File: src/rtl/reg_share_arbiter.sv
// reg_share_arbiter: round-robin arbiter that shares one WIDTH-bit holding register
// among NREQ requesters. A requester granted on the last edge is masked for one
// cycle so it cannot double-write while dropping its request.
// Optional feature macro: ARB_LOCK_EN adds lock_i, which lets the current owner
// keep winning while it holds both req and lock (ptr does not advance meanwhile).
module reg_share_arbiter #(
  parameter int unsigned NREQ  = 4,
  parameter int unsigned WIDTH = 32,
  parameter int unsigned IDW   = $clog2(NREQ)
) (
  input  logic                  clk,
  input  logic                  rs_i,
  input  logic [NREQ-1:0]       req_i,
  input  logic [NREQ*WIDTH-1:0] data_i,
`ifdef ARB_LOCK_EN
  input  logic [NREQ-1:0]       lock_i,
`endif
  input  logic                  clr_i,
  output logic [WIDTH-1:0]      data_o,
  output logic [NREQ-1:0]       gnt_o,
  output logic [IDW-1:0]        owner_o,
  output logic                  valid_o
);

  logic [WIDTH-1:0] data_q, data_d;
  logic [NREQ-1:0]  gnt_q, gnt_d;
  logic [IDW-1:0]   owner_q, owner_d;
  logic [IDW-1:0]   ptr_q, ptr_d;
  logic             valid_q, valid_d;

  logic [NREQ-1:0]  elig;
  logic             hold;
  logic             win_found;
  logic [IDW-1:0]   win_idx;
  logic [IDW-1:0]   sel_idx;
  logic [WIDTH-1:0] win_data;

  // Last edge's grantee is masked; a locked owner bypasses the mask entirely.
`ifdef ARB_LOCK_EN
  assign hold = |(gnt_q & req_i & lock_i);
`else
  assign hold = 1'b0;
`endif
  assign elig = req_i & ~gnt_q;

  // Rotating-priority search starting at ptr, wrapping at NREQ (not at 2**IDW).
  always_comb begin
    int unsigned    cand;
    logic [IDW-1:0] cand_idx;
    cand      = 0;
    cand_idx  = '0;
    win_found = 1'b0;
    win_idx   = '0;
    for (int unsigned off = 0; off < NREQ; off++) begin
      cand = 32'(ptr_q) + off;
      if (cand >= NREQ) begin
        cand = cand - NREQ;
      end
      cand_idx = cand[IDW-1:0];
      if (!win_found && elig[cand_idx]) begin
        win_found = 1'b1;
        win_idx   = cand_idx;
      end
    end
  end

  // Select the loaded word: the locked owner's slice, or the round-robin winner's.
  always_comb begin
    sel_idx  = hold ? owner_q : win_idx;
    win_data = '0;
    for (int unsigned k = 0; k < NREQ; k++) begin
      if (sel_idx == k[IDW-1:0]) begin
        win_data = data_i[k*WIDTH +: WIDTH];
      end
    end
  end

  // Next state: clear beats lock beats round-robin; idle drops grant and valid only.
  always_comb begin
    data_d  = data_q;
    owner_d = owner_q;
    ptr_d   = ptr_q;
    gnt_d   = '0;
    valid_d = 1'b0;
    if (clr_i) begin
      data_d  = '0;
      owner_d = '0;
    end else if (hold) begin
      data_d  = win_data;
      gnt_d   = gnt_q;
      valid_d = 1'b1;
    end else if (win_found) begin
      data_d         = win_data;
      owner_d        = win_idx;
      gnt_d[win_idx] = 1'b1;
      valid_d        = 1'b1;
      ptr_d          = (win_idx == IDW'(NREQ - 1)) ? '0 : win_idx + 1'b1;
    end
  end

  // State registers with asynchronous active-low reset.
  always_ff @(posedge clk or negedge rs_i) begin
    if (!rs_i) begin
      data_q  <= '0;
      gnt_q   <= '0;
      owner_q <= '0;
      ptr_q   <= '0;
      valid_q <= 1'b0;
    end else begin
      data_q  <= data_d;
      gnt_q   <= gnt_d;
      owner_q <= owner_d;
      ptr_q   <= ptr_d;
      valid_q <= valid_d;
    end
  end

  assign data_o  = data_q;
  assign gnt_o   = gnt_q;
  assign owner_o = owner_q;
  assign valid_o = valid_q;

endmodule

File: config.mk
export PLATFORM = sky130hd
export DESIGN_NAME = reg_share_arbiter
export DESIGN_NICKNAME = d
export VERILOG_FILES = /design/src/rtl/reg_share_arbiter.sv
export SDC_FILE = /design/constraint.sdc
export NUM_CORES = 1
export LEC_CHECK = 0
export ABC_AREA = 1
export CAP_MARGIN = 20
export CELL_PAD_IN_SITES_DETAIL_PLACEMENT = 1
export CELL_PAD_IN_SITES_GLOBAL_PLACEMENT = 1
export CORE_MARGIN = 2
export CORE_UTILIZATION = 24
export CTS_BUF_LIST = sky130_fd_sc_hd__clkbuf_8
export DETAILED_ROUTE_END_ITERATION = 6
export GPL_ROUTABILITY_DRIVEN = 0
export PLACE_DENSITY_LB_ADDON = 0.1
export SLEW_MARGIN = 20
export SYNTH_ARGS = -nofsm -noshare
export SYNTH_HDL_FRONTEND = slang
export SYNTH_SLANG_ARGS = --single-unit
File: constraint.sdc
create_clock -name clk -period 2.6 [get_ports clk]
set_clock_uncertainty 0.15 [all_clocks]
set_input_delay 0.39 -clock clk [delete_from_list [all_inputs] [get_ports clk]]
set_output_delay 0.39 -clock clk [all_outputs]
set_load 0.05 [all_outputs]
==> results.md <==
- WP buf/inv: 6
- Worst path cell trace: buf_4, nand2_1, nand2_2, buf_6, a21oi_4, a21oi_2, nand2_1, nand2_1, nand2_2, inv_4, ha_4, inv_4, nor2_4, buf_6, buf_16, nand2_2, nand2_1, o21ai_1, a21oi_1, nand3_1, nand2_1
- Drt first pass iters: 4
- Tightest Pin Transition: 0.588 ns
- WS Path Type: flop to flop
- Relative slew slack: 0.608
- Fmax: 367 MHz
- Synth Cell Area: between 2000 and 3000 um2
- Sequential Power Share: 0.107
- VDD IR-drop max: 657 uV
- Initial Util: 0.244
- Initial DRC count: approximately 120
- Largest net degree at the start of global routing: between 40 and 50
- Final #Nets: 737
- Hpwl dp: 9.29 mm
- CP max FO: 7
- Vias per inst: about 5
- Yosys cell types: 24
- Switching share of power: 0.508
- Slowest stage delay, CP: 0.52 ns
- Area grow syn2layout: 93.1%
- First-pass GRT wire length: a little under 20 mm
- Post-synthesis register bit count: 41
- Failing checks: setup timing
- Via Count: 3643
- Area leader, netlist: dfrtp_1
- PortBufs: about 170
- Clock power frac: 0.045
- Crit path time final: 2.72 ns
- Slew Viols, Final: 0
- Post-synth top area share: 0.353
- Arrival time worst endpoint: approximately 2.8 ns
- Syn Inst Count: roughly 390
- Hold/Removal Path Class: input pin to asynchronous set/reset pin
- CTS tree: done
- Final setup fails: 30
- Max_cap viols: 0
- Share of cells above drive strength 1: 0.262
- Total Power: 9870 uW
- Die ar.: 13000 um2
- FP Rows: 40
- Most used routing layer: met2
- Critical path's slowest cell: dfrtp_2
- Register area: 1030 um2
- Vias in the first global route: 3850
- M1 GR Usage: 0.233
- Comb pwr share: 0.848
- Root buffer cell: clkbuf_8
- Total gr overflow: 0
- CP Launch Type: flop
- Die X: 114 um
- Fill cell total of the finished layout: about 1400
- Multi-input logic area: 1960 um2
- WP data required: between 2 and 3 ns
- Commonest non-fill, non-tap cells in the layout: clkdlybuf4s50_1 (172), nand2_1 (90), nor2_1 (35), dfrtp_1 (35), buf_4 (34)
- Tot GR Track Use: 0.192
- Num CTS Buffers: 5
- Final ANT Viol Nets: 0
- Leakage: 0.00231 uW
- Core Area: 11900 um2
- Yosys Warn Count: 0
- Worst path top cell family by delay: simple AND/OR/NAND/NOR gates
- Initial antenna violation count: 0
- Max Buffers Root-to-Sink: 2
- Switching power: 5010 uW
- Final wirelength: 12.7 mm
- Setup slack after layout: -0.122 ns
- Setup crit end kind: flop
- Post-synthesis sequential area ratio: 0.353
- Avg Inst Size Synth: 7.42 um2
- Most common cell after layout, fill and taps aside: clkdlybuf4s50_1
- CP most frequent cell: nand2_1
- Drt drc: 0
- Largest cells by area after synthesis: dfrtp_1 (35%), nand2_1 (13%), o21ai_2 (7.2%)
- M2 GR Usage: 0.340
- P_int: a little under 5000 uW
- Clock H-tree levels: 2
- Clock sink count: 41
- Clock slew at reported path FFs: 0.09 ns
- Pwr dens: 1760 nW/um2
- Unrepaired setup endpoints after global routing: true
- Die H: 114 um
- Final Cycle Share: 1.05
- Avg WL per Cell: 17.0 um
- Syn_nets: 531
- Top-level I/O count: 174
- Hold buffers post-CTS: 0
- # diodes: 0
- Hold WS: between 0.015 and 0.02 ns
- Hold Fails Final Rpt: 0
- Met3 Use GR: 0.0529
- Worst-Skew Late Latency: 0.30 ns
- Status: finished with violations
[layer usage]
| layer | up-vias | routed length (um) |
|---|---|---|
| li1 | 1751 | - |
| met1 | 1763 | 5300 |
| met2 | 121 | 6340 |
| met3 | 8 | 922 |
| met4 | 0 | 152 |
| met5 | - | 0 |
[cell type report]
| type | count | area share |
|---|---|---|
| Clock buffer | 6 | 0.0147 |
| Clock inverter | 2 | 0.00134 |
| Inverter | 14 | 0.0116 |
| Multi-Input combinational cell | 310 | 0.349 |
| Sequential cell | 41 | 0.184 |
| Tap cell | 147 | 0.0328 |
| Timing Repair Buffer | 226 | 0.407 |
[stage by stage]
step                area (um2)  setup TNS, ns  utilization  std cells  setup WS (ns)
floorplan                 2950              0            -        392        0.00135
global placement          5020          -9.86        0.422        722         -0.372
detailed placement        5020         -13.76        0.422        722         -0.519
CTS                       5450          -1.15        0.457        737        -0.0843
global route              5620          -8.23        0.471        746         -0.318
finish                    5620          -2.51        0.471        746         -0.122
[worst reg2reg max path: stages, from the launching register on]
cell     delay [ns]
dfrtp_2        0.52
buf_4          0.17
nand2_1        0.06
nand2_2        0.09
buf_6          0.11
a21oi_4        0.03
a21oi_2        0.12
nand2_1        0.07
nand2_1        0.09
nand2_2        0.08
inv_4          0.08
ha_4           0.15
inv_4          0.04
nor2_4         0.18
buf_6          0.16
buf_16         0.14
nand2_2        0.04
nand2_1        0.05
o21ai_1        0.06
a21oi_1        0.12
nand3_1        0.08
nand2_1        0.07
[timing repair]
item                                    CTS  global route
cloned                                    3             0
resized for setup                        91            25
pin swaps                                26            29
buffers inserted                          4             9
endpoints found under the setup margin   33            32
[flip-flops by register name (all words and copies together), names as in the netlist]
signal   count
ptr_q        2
gnt_o        4
owner_o      2
valid_o      1
data_o      32
[cells in the mapped netlist, drive strengths merged]
master and number:
a21oi 21, inv 14, o21ai 64, nand2 110, o31ai 2, nand3 25
ha 4, clkbuf 18, a22oi 22, o21bai 22, nor2 37, nand4 3
buf 9, dfrtp 41
[cell families (layout without fill, tap and decap cells)]
family	after synthesis	in the layout	share of synthesized area
AO/OA/AOI/OAI	131	131	0.296
flip-flops	41	41	0.353
buffers and inverters	41	248	0.0736
AND/OR/NAND/NOR	175	175	0.260
adder cells (fa/ha/maj)	4	4	0.0172
[power by group through the flow]
stage | Combinational (uW) | Sequential [uW] | Clock (uW)
after global placement | 6520 | 1050 | 0
after global routing | 9140 | 1080 | 490
after detailed placement | 6700 | 1060 | 0
after CTS | 8090 | 1050 | 461
after floorplan | 3670 | 1670 | 0
final | 8370 | 1050 | 445
[final timing paths]
| kind | from | end | slack, ns | cells past startpoint |
|---|---|---|---|---|
| worst max-delay path | ptr_q[0]$_DFFE_PN0P_ | data_o[29]$_DFFE_PN0P_ | -0.12 | 21 |
| worst min-delay path | rs_i | valid_o$_DFF_PN0_ | 0.02 | 2 |
| worst max register to register | ptr_q[0]$_DFFE_PN0P_ | data_o[29]$_DFFE_PN0P_ | -0.12 | 21 |
| worst min register to register | data_o[29]$_DFFE_PN0P_ | data_o[29]$_DFFE_PN0P_ | 0.33 | 2 |
| max in group asynchronous | rs_i | ptr_q[0]$_DFFE_PN0P_ | 1.85 | 2 |
| min in group clk | data_o[29]$_DFFE_PN0P_ | data_o[29]$_DFFE_PN0P_ | 0.33 | 2 |
Power figures use the tool's default switching activity.
